File: src/rtl/msk_xor_acc_pkg.sv
// Shared types and helpers for the masked XOR accumulator.
package msk_xor_acc_pkg;

    typedef enum logic {
        ACC  = 1'b0,
        FULL = 1'b1
    } state_t;

    // Upper bound on COUNT*D supported by share0_mask.
    localparam int MASK_MAX = 1024;

    function automatic logic [MASK_MAX-1:0] share0_mask(input int count, input int d);
        logic [MASK_MAX-1:0] m;
        m = '0;
        for (int i = 0; i < MASK_MAX; i++) begin
            if (i < count && i < count * d) begin
                m[i] = 1'b1;
            end
        end
        return m;
    endfunction

    function automatic int cnt_w(input int nterms);
        return (nterms < 1) ? 1 : $clog2(nterms + 1);
    endfunction

endpackage

File: src/rtl/msk_xor_acc_ctrl.sv
// Frame control for the masked XOR accumulator: ACC/FULL state and term counter.
module msk_xor_acc_ctrl
    import msk_xor_acc_pkg::*;
#(
    parameter int NTERMS = 4
) (
    input  logic clk,
    input  logic rst_n,
    input  logic in_valid,
    input  logic flush,
    input  logic out_ready,
    output logic load_first,
    output logic load_last,
    output logic in_ready,
    output logic out_valid,
    output logic out_fire
);

    localparam int CW = cnt_w(NTERMS);
    localparam logic [CW-1:0] LAST = CW'(NTERMS - 1);

    state_t        state;
    logic [CW-1:0] cnt;
    logic          take;

    assign in_ready   = (state == ACC) | out_ready;
    // Flush wins over a same-cycle accept, but only while collecting.
    assign take       = in_valid & in_ready & ~(flush & (state == ACC));
    assign load_first = take & (cnt == '0);
    assign load_last  = take & (cnt == LAST);
    assign out_fire   = out_valid & out_ready;

    always_ff @(posedge clk or negedge rst_n) begin
        if (!rst_n) begin
            state     <= ACC;
            cnt       <= '0;
            out_valid <= 1'b0;
        end else if (state == ACC && flush) begin
            cnt <= '0;
        end else if (take) begin
            // A take in FULL implies out_fire, so the held result is gone either way.
            if (load_last) begin
                cnt       <= '0;
                state     <= FULL;
                out_valid <= 1'b1;
            end else begin
                cnt       <= cnt + 1'b1;
                state     <= ACC;
                out_valid <= 1'b0;
            end
        end else if (out_fire) begin
            state     <= ACC;
            out_valid <= 1'b0;
        end
    end

endmodule

File: src/rtl/msk_xor_acc.sv
// Masked XOR accumulator: share-wise XOR of NTERMS sharings, optional share-0 inversion.
module msk_xor_acc
    import msk_xor_acc_pkg::*;
#(
    parameter int D      = 2,
    parameter int COUNT  = 1,
    parameter int NTERMS = 4
) (
    input  logic                 clk,
    input  logic                 rst_n,
    input  logic [COUNT*D-1:0]   in_data,
    input  logic                 in_valid,
    output logic                 in_ready,
    input  logic                 in_inv,
    input  logic                 flush,
    output logic [COUNT*D-1:0]   out_data,
    output logic                 out_valid,
    input  logic                 out_ready
);

    localparam int W = COUNT * D;
    localparam logic [W-1:0] INV_MASK = W'(share0_mask(COUNT, D));

    logic         load_first;
    logic         load_last;
    logic         out_fire;
    logic         absorb;
    logic [W-1:0] acc;
    logic [W-1:0] acc_base;

    msk_xor_acc_ctrl #(
        .NTERMS(NTERMS)
    ) u_ctrl (
        .clk       (clk),
        .rst_n     (rst_n),
        .in_valid  (in_valid),
        .flush     (flush),
        .out_ready (out_ready),
        .load_first(load_first),
        .load_last (load_last),
        .in_ready  (in_ready),
        .out_valid (out_valid),
        .out_fire  (out_fire)
    );

    // In FULL a term is only taken alongside the output handshake; flush is ignored there.
    assign absorb   = in_valid & in_ready & (out_valid ? out_fire : ~flush);
    assign acc_base = load_first ? '0 : acc;

    always_ff @(posedge clk or negedge rst_n) begin
        if (!rst_n) begin
            acc      <= '0;
            out_data <= '0;
        end else begin
            if (absorb) begin
                acc <= acc_base ^ in_data;
            end
            if (load_last) begin
                out_data <= acc_base ^ in_data ^ (in_inv ? INV_MASK : '0);
            end
        end
    end

endmodule

File: config.mk
export PLATFORM = sky130hd
export DESIGN_NAME = msk_xor_acc
export DESIGN_NICKNAME = d
export VERILOG_FILES = /design/src/rtl/msk_xor_acc_pkg.sv /design/src/rtl/msk_xor_acc_ctrl.sv /design/src/rtl/msk_xor_acc.sv
export SDC_FILE = /design/constraint.sdc
export NUM_CORES = 1
export LEC_CHECK = 0
export CORE_AREA = 3 3 40 42
export CTS_BUF_LIST = sky130_fd_sc_hd__clkbuf_4 sky130_fd_sc_hd__clkbuf_8
export CTS_CLUSTER_SIZE = 8
export DETAILED_ROUTE_END_ITERATION = 7
export DIE_AREA = 0 0 43 45
export PLACE_DENSITY_LB_ADDON = 0.25
export SYNTH_ARGS = -nofsm -noshare
export SYNTH_HDL_FRONTEND = slang
export SYNTH_HIERARCHICAL = 1
export SYNTH_SLANG_ARGS = --single-unit
File: constraint.sdc
create_clock -name clk -period 1.6 [get_ports clk]
set_clock_uncertainty 0.15 [all_clocks]
set_input_delay 0.32 -clock clk [delete_from_list [all_inputs] [get_ports clk]]
set_output_delay 0.32 -clock clk [all_outputs]
set_load 0.1 [all_outputs]
==> results by group, run 1 <==
Setup path
  – Worst setup EP type: flop
  – Critical-path top delay cell: dfrtp_4
  – Worst EP required: 1.60 ns
  – CP max stage delay: 0.50 ns
  – Critical Path Fanout Max: 4
  – WP data arrival: between 1.5 and 2 ns
  – Worst Setup Path Type: flop to flop
  – CP cell instances: nand2b_4, o211ai_1, nor3b_2, nor2b_1, xnor2_1, mux2_2
  – Setup crit start kind: flop

Clocking
  – # hold bufs at CTS: 0
  – Clk_lat worst skew: 0.26 ns
  – Root Driver: clkbuf_4
  – Num CTS Buffers: 3
  – CTS clk-pin slew, worst paths: 0.07 ns
  – Htree depth: 1
  – CTS tree: yes
  – Sink Count: 8
  – Longest Clk Path Bufs: 2

Synth
  – Count of state elements after synthesis: 8
  – Post-Syn Nets: 67
  – Synthesized instance count: 57
  – Most used flip-flop cell after synthesis: dfrtp_1
  – Sequential fraction of the synthesis area: 37.9%
  – EDFF count, synth: 0
  – Synth cell types: 27
  – Async SR Flop Fraction: 100%
  – Mapped Area: 528 um2
  – Synth warn: 6
  – Syn_area_per_cell: around 9.3 um2

Outcome
  – Violated checks: setup timing
  – Status: finished, violations left

Routing
  – Drt first pass iters: 4
  – Avg WL per Cell: 13.6 um
  – Routed WL: 1420 um
  – DR vias: 542
  – Starting DRC count in detailed routing: 19
  – Post-route ant nets: 0
  – Via-to-Cell Ratio: 5.16
  – DRC: 0

STA
  – Setup tns final: -0.640 ns
  – Slew headroom: around three quarters
  – Worst slew pin tran: 0.387 ns
  – Max Slew Vio Count: 0
  – RSZ-0062 raised after global routing: true
  – F_max: 570 MHz
  – Setup ws final: -0.154 ns
  – Tmin final: 1.75 ns
  – Final Hold Vio Count: 0
  – Final setup fails: 5
  – Tcrit/Tclk final: 110%

Power
  – VDD IR-drop max: 652 uV
  – Leak pwr: between 0.0004 and 0.0005 uW
  – PwrDens: 1170 nW/um2

Global routing
  – Vias in the first global route: ~540
  – Initial antenna violation count: 0
  – First-pass GRT wire length: 2280 um
  – Total GRT Usage: 15.8%
  – Met2 Usage GRT: 26.9%
  – Met3 Use GR: 2.79%
  – GRT Residual Overflow: 0
  – Most Crowded Layer GR: met2
  – Largest net degree at the start of global routing: 12
  – Met1 usage: 19.6%

Place
  – Dpl hpwl: 1020 um
  – I/O Buffers: 11
  – GPL Wtd Cong: ~0.76

Floorplan
  – Ports: 12
  – Core area: 1280 um2
  – # rows: 13
  – Die area: between 1500 and 2000 um2
  – Die width: 43 um
  – Die height: 45 um
  – Starting Density: 41.1%

Finish
  – Nets: a little over 100
  – Antenna diodes: 0
  – Layout cell share with drive strength beyond 1: 36.7%
  – Final Util: 68.3%
  – Area Overhead vs Synth: 66.1%

Flow run
  – MaxCap Viol Count: 0

Min path
  – Worst hold path type: input port to async pin
-- stage by stage --
step                      cells  cell area, um2  worst slack [ns]  total power (uW)  hold slack (ns)
after floorplan              57             537            -0.583               618           -0.126
after global placement       96             806            -0.487               823            0.345
after detailed placement     96             806            -0.535               833            0.344
after CTS                   102             851            -0.208              1030            0.203
after global routing        105             877            -0.312              1080            0.205
final                       105             877            -0.154              1030            0.191
-- layout make-up --
cell class | instances | area, um2
timing repair buffer | 30 | 294
fill | 113 | 408
clock buffer | 4 | 30.0
multi-input combinational | 44 | 315
tap | 15 | 18.8
inverter | 4 | 15.0
sequential | 8 | 204
-- power breakdown --
| part | switching, uW | leakage, uW | internal, uW |
|---|---|---|---|
| logic | 302 | 0.000282 | 236 |
| registers | 46.8 | 0.0000999 | 255 |
| clock network | 77.2 | 0.0000184 | 113 |
-- placed cells by master (no fill, tap or decap), drive strengths merged, types with 2 or more instances in the layout --
cell type      count
buf               23
dfrtp              8
a21oi              6
nor2               5
clkdlybuf4s50      5
nor2b              5
clkbuf             4
inv                4
xnor2              3
nand2b             3
o21ai              3
nand2              2
nand3              2
o211ai             2
dlygate4sd2        2
ha                 2
-- worst paths after layout --
path                                           from                  endpoint  slack (ns)  depth (start not counted)
min reg2reg                      acc[0]$_DFFE_PN0P_        acc[0]$_DFFE_PN0P_        0.36                          1
min                                           rst_n   out_data[0]$_DFFE_PN0P_        0.19                          1
max reg2reg                u_ctrl/state$_DFFE_PN0P_   out_data[0]$_DFFE_PN0P_       -0.15                          6
max in group asynchronous                     rst_n  u_ctrl/state$_DFFE_PN0P_        0.80                          1
min in group clk                 acc[0]$_DFFE_PN0P_        acc[0]$_DFFE_PN0P_        0.36                          1
max                        u_ctrl/state$_DFFE_PN0P_   out_data[0]$_DFFE_PN0P_       -0.15                          6
-- critical path, delay by kind of cell (launching register included) --
| family | cells | cell delay (ns) |
|---|---|---|
| AOI/OAI and AO/OA | 1 | 0.12 |
| xor gates and xnor gates | 1 | 0.13 |
| muxes | 1 | 0.26 |
| DFF | 1 | 0.50 |
| and+or+nand+nor | 3 | 0.48 |
-- sequential cells by signal, summed over array words and instances (netlist names) --
| register | count |
|---|---|
| out_data | 2 |
| u_ctrl/cnt | 3 |
| u_ctrl/state | 1 |
| acc | 2 |
-- cell families after synthesis --
kind of cell,synth area share [%]
DFF,37.9
muxes,4.03
and+or+nand+nor,26.3
adders and majority gates,4.74
buffers and inverters,3.79
AOI/OAI and AO/OA,18.2
xor gates and xnor gates,4.98
-- cells in the mapped netlist, types with 2 or more instances --
library cell / instances / area, um2
xnor2_1: 3 / 26.3
nor2b_1: 4 / 25.0
nand3_1: 2 / 10.0
nor2_1: 5 / 18.8
dfrtp_1: 8 / 200
inv_1: 4 / 15.0
ha_1: 2 / 25.0
o21ai_0: 2 / 10.0
o211ai_1: 2 / 15.0
nand2_1: 2 / 7.51
nand2b_1: 2 / 12.5
a21oi_1: 6 / 30.0
-- per-layer routing --
| metal | wire [um] | vias up |
|---|---|---|
| met5 | 0 | - |
| met3 | 97 | 2 |
| met1 | 636 | 251 |
| li1 | - | 272 |
| met4 | 10 | 0 |
| met2 | 680 | 17 |
-- what timing repair did --
item,4_1_cts,5_1_grt
pin swaps,5,2
resized for setup,3,1
endpoints found under the setup margin,5,6
buffers inserted,2,3
Note: power is estimated with default switching activity, not from simulation.
==> run 2, diff against run 1 <==
--- a/config.mk
+++ b/config.mk
@@ -5,6 +5,7 @@
 export SDC_FILE = /design/constraint.sdc
 export NUM_CORES = 1
 export LEC_CHECK = 0
+export ABC_CLOCK_PERIOD_IN_PS = 1600
 export CORE_AREA = 3 3 40 42
 export CTS_BUF_LIST = sky130_fd_sc_hd__clkbuf_4 sky130_fd_sc_hd__clkbuf_8
 export CTS_CLUSTER_SIZE = 8
@@ -13,5 +14,4 @@
 export PLACE_DENSITY_LB_ADDON = 0.25
 export SYNTH_ARGS = -nofsm -noshare
 export SYNTH_HDL_FRONTEND = slang
-export SYNTH_HIERARCHICAL = 1
 export SYNTH_SLANG_ARGS = --single-unit
==> results by group, run 2 <==
Routing
  – Routed WL: 882 um
  – Avg WL per Cell: ~11 um
  – DRC: 0
  – Via-to-Cell Ratio: 4.68
  – Drt first pass iters: 2
  – Starting DRC count in detailed routing: 2
  – DR vias: 393
  – Post-route ant nets: 0

STA
  – F_max: about 630 MHz
  – Slew headroom: 75.5%
  – Final Hold Vio Count: 0
  – Max Slew Vio Count: 0
  – Setup ws final: 0.00493 ns
  – Tcrit/Tclk final: 99.7%
  – Worst slew pin tran: 0.367 ns
  – Final hold slack: 0.191 ns
  – Tmin final: about 1.6 ns
  – RSZ-0062 raised after global routing: true
  – Final setup fails: 0

Place
  – Dpl hpwl: 704 um
  – Area after DPL: 659 um2
  – Placed Cells: 78
  – I/O Buffers: 11
  – Pre-CTS WS: -0.225 ns
  – GPL Wtd Cong: a little over 0.7

Finish
  – Largest register FFs: 3
  – Antenna diodes: 0
  – Commonest non-fill, non-tap cell in the layout: buf_4
  – Total of fill cells in the finished design: 110
  – Nets: 80
  – Final cell count without fillers: 84
  – Biggest registers after layout: u_ctrl.cnt: 3 flops, acc: 2 flops, out_data: 2 flops
  – Final std cell area, no fill: slightly above 700 um2
  – Area of the multi-input gates: 225 um2
  – Largest reg by FF count: u_ctrl.cnt
  – Layout cell share with drive strength beyond 1: 31.9%
  – Most frequent cells in the layout: 8 x buf_4, 7 x nand2_1, 7 x dfrtp_1, 6 x clkdlybuf4s50_1
  – Final Util: 54.9%
  – Area Overhead vs Synth: 61.1%
  – Area taken by flip-flops and latches: 204 um2

Synth
  – Count of state elements after synthesis: 8
  – Synthesized instance count: 46
  – Top cells by area, synth: dfrtp_1 46%, nand2_1 6.0%, ha_1 5.7%, a21oi_1 4.6%, xnor2_1 4.0%
  – Synth warn: 0
  – Most used flip-flop cell after synthesis: dfrtp_1
  – Mapped Area: 438 um2
  – Syn_area_per_cell: 9.52 um2
  – Area leader, netlist: dfrtp_1
  – Yosys top cell area share: 45.7%
  – EDFF count, synth: 0
  – Synth cell types: 20
  – Post-Syn Nets: 56
  – Async SR Flop Fraction: 100%
  – Most common cell in the netlist: dfrtp_1
  – Sequential fraction of the synthesis area: 45.7%
  – Commonest cells in the netlist: 8 x dfrtp_1, 7 x nand2_1, 4 x a21oi_1, 4 x inv_1, 3 x o21ai_1

Clocking
  – Htree depth: 1
  – CTS tree: yes
  – # hold bufs at CTS: 0
  – Sink Count: 8
  – Longest Clk Path Bufs: 2
  – Root Driver: clkbuf_4
  – Clk_lat worst skew: 0.26 ns
  – CTS clk-pin slew, worst paths: 0.06 ns
  – Num CTS Buffers: 3

Power
  – PwrDens: ~1000 nW/um2
  – VDD IR-drop max: 668 uV
  – Reg power frac: 35.9%
  – Switch share: 36.9%
  – Comb power frac: 39.9%
  – Clock network power share: 24.3%
  – Internal: roughly 470 uW
  – Sw power: 273 uW
  – Leak pwr: approximately 0.00032 uW

Setup path
  – Worst Setup Path Type: flop to flop
  – CP cell instances: nor2b_4, buf_4, or4_4, nand2_1, o21ai_1
  – R2R Path Start: u_ctrl.state$_DFFE_PN0P_
  – Reg2reg setup slack: 0.005 ns
  – Setup crit start kind: flop
  – Critical-path top delay cell: dfrtp_4
  – WP data arrival: between 1.5 and 2 ns
  – CP max stage delay: 0.47 ns
  – Worst EP required: 1.59 ns
  – Crit path from: u_ctrl.state$_DFFE_PN0P_
  – Critical Path Fanout Max: 5
  – Worst setup EP type: flop

Floorplan
  – Ports: 12
  – # rows: 13
  – Die height: 45 um
  – Die area: 1940 um2
  – Starting Density: 34.1%
  – Die width: 43 um
  – Core area: 1280 um2

Outcome
  – Status: completed

Global routing
  – Initial antenna violation count: 0
  – First-pass GRT wire length: about 1600 um
  – GRT Residual Overflow: 0
  – Vias in the first global route: between 300 and 400
  – Largest net degree at the start of global routing: 9
  – Total GRT Usage: a little under an eighth

Min path
  – Worst hold path type: input port to async pin

Flow run
  – MaxCap Viol Count: 0
==> run 2: layout make-up <==
class | count | area share [%]
multi-input combinational | 34 | 31.9
timing repair buffer | 19 | 29.6
clock buffer | 4 | 4.26
sequential | 8 | 28.9
tap | 15 | 2.66
inverter | 4 | 2.66
==> run 2: power groups by stage <==
stage          Sequential (uW)  Clock [uW]  Combinational, uW
6_report                   265         180                295
5_1_grt                    270         199                316
4_1_cts                    266         188                297
3_5_place_dp               270           0                295
3_3_place_gp               269           0                293
2_1_floorplan              367           0               73.8
==> run 2: layer usage <==
layer / share of wire [%] / track usage, %
met1: 42 / 10.9
met2: 51 / 19.8
met3: 5.6 / 7.17
met4: 1.1 / 5.42
met5: 0 / 0
==> run 2: path summary, 6_finish.rpt <==
path	endpoint	depth (start not counted)
worst max register to register	out_data[0]$_DFFE_PN0P_	5
max in group asynchronous	u_ctrl.state$_DFFE_PN0P_	1
worst min-delay path	u_ctrl.state$_DFFE_PN0P_	1
worst max-delay path	out_data[0]$_DFFE_PN0P_	5
worst min register to register	u_ctrl.cnt[2]$_DFFE_PN0P_	1
min in group clk	u_ctrl.cnt[2]$_DFFE_PN0P_	1
==> run 2: cell families after synthesis <==
family | synth area share [%]
compound gates | 16.3
xor+xnor | 6.00
fa+ha+maj | 5.71
buf+inv | 3.43
flops | 45.7
simple gates | 22.9
==> run 2: critical path: cells and delay by family (launching register included) <==
kind	cells	cell delay, ns
DFF	1	0.47
AOI/OAI and AO/OA	1	0.06
and+or+nand+nor	3	0.66
buffers and inverters	1	0.13
==> run 2: stage by stage <==
stage          TNS [ns]  power, uW
2_1_floorplan    -0.383        440
3_3_place_gp      -1.20        562
3_5_place_dp      -1.19        565
4_1_cts               0        752
5_1_grt          -0.112        785
6_report              0        740
==> run 2: timing repair <==
item	4_1_cts	5_1_grt
buffers inserted	2	0
endpoints found under the setup margin	1	5
gates resized for setup	1	1
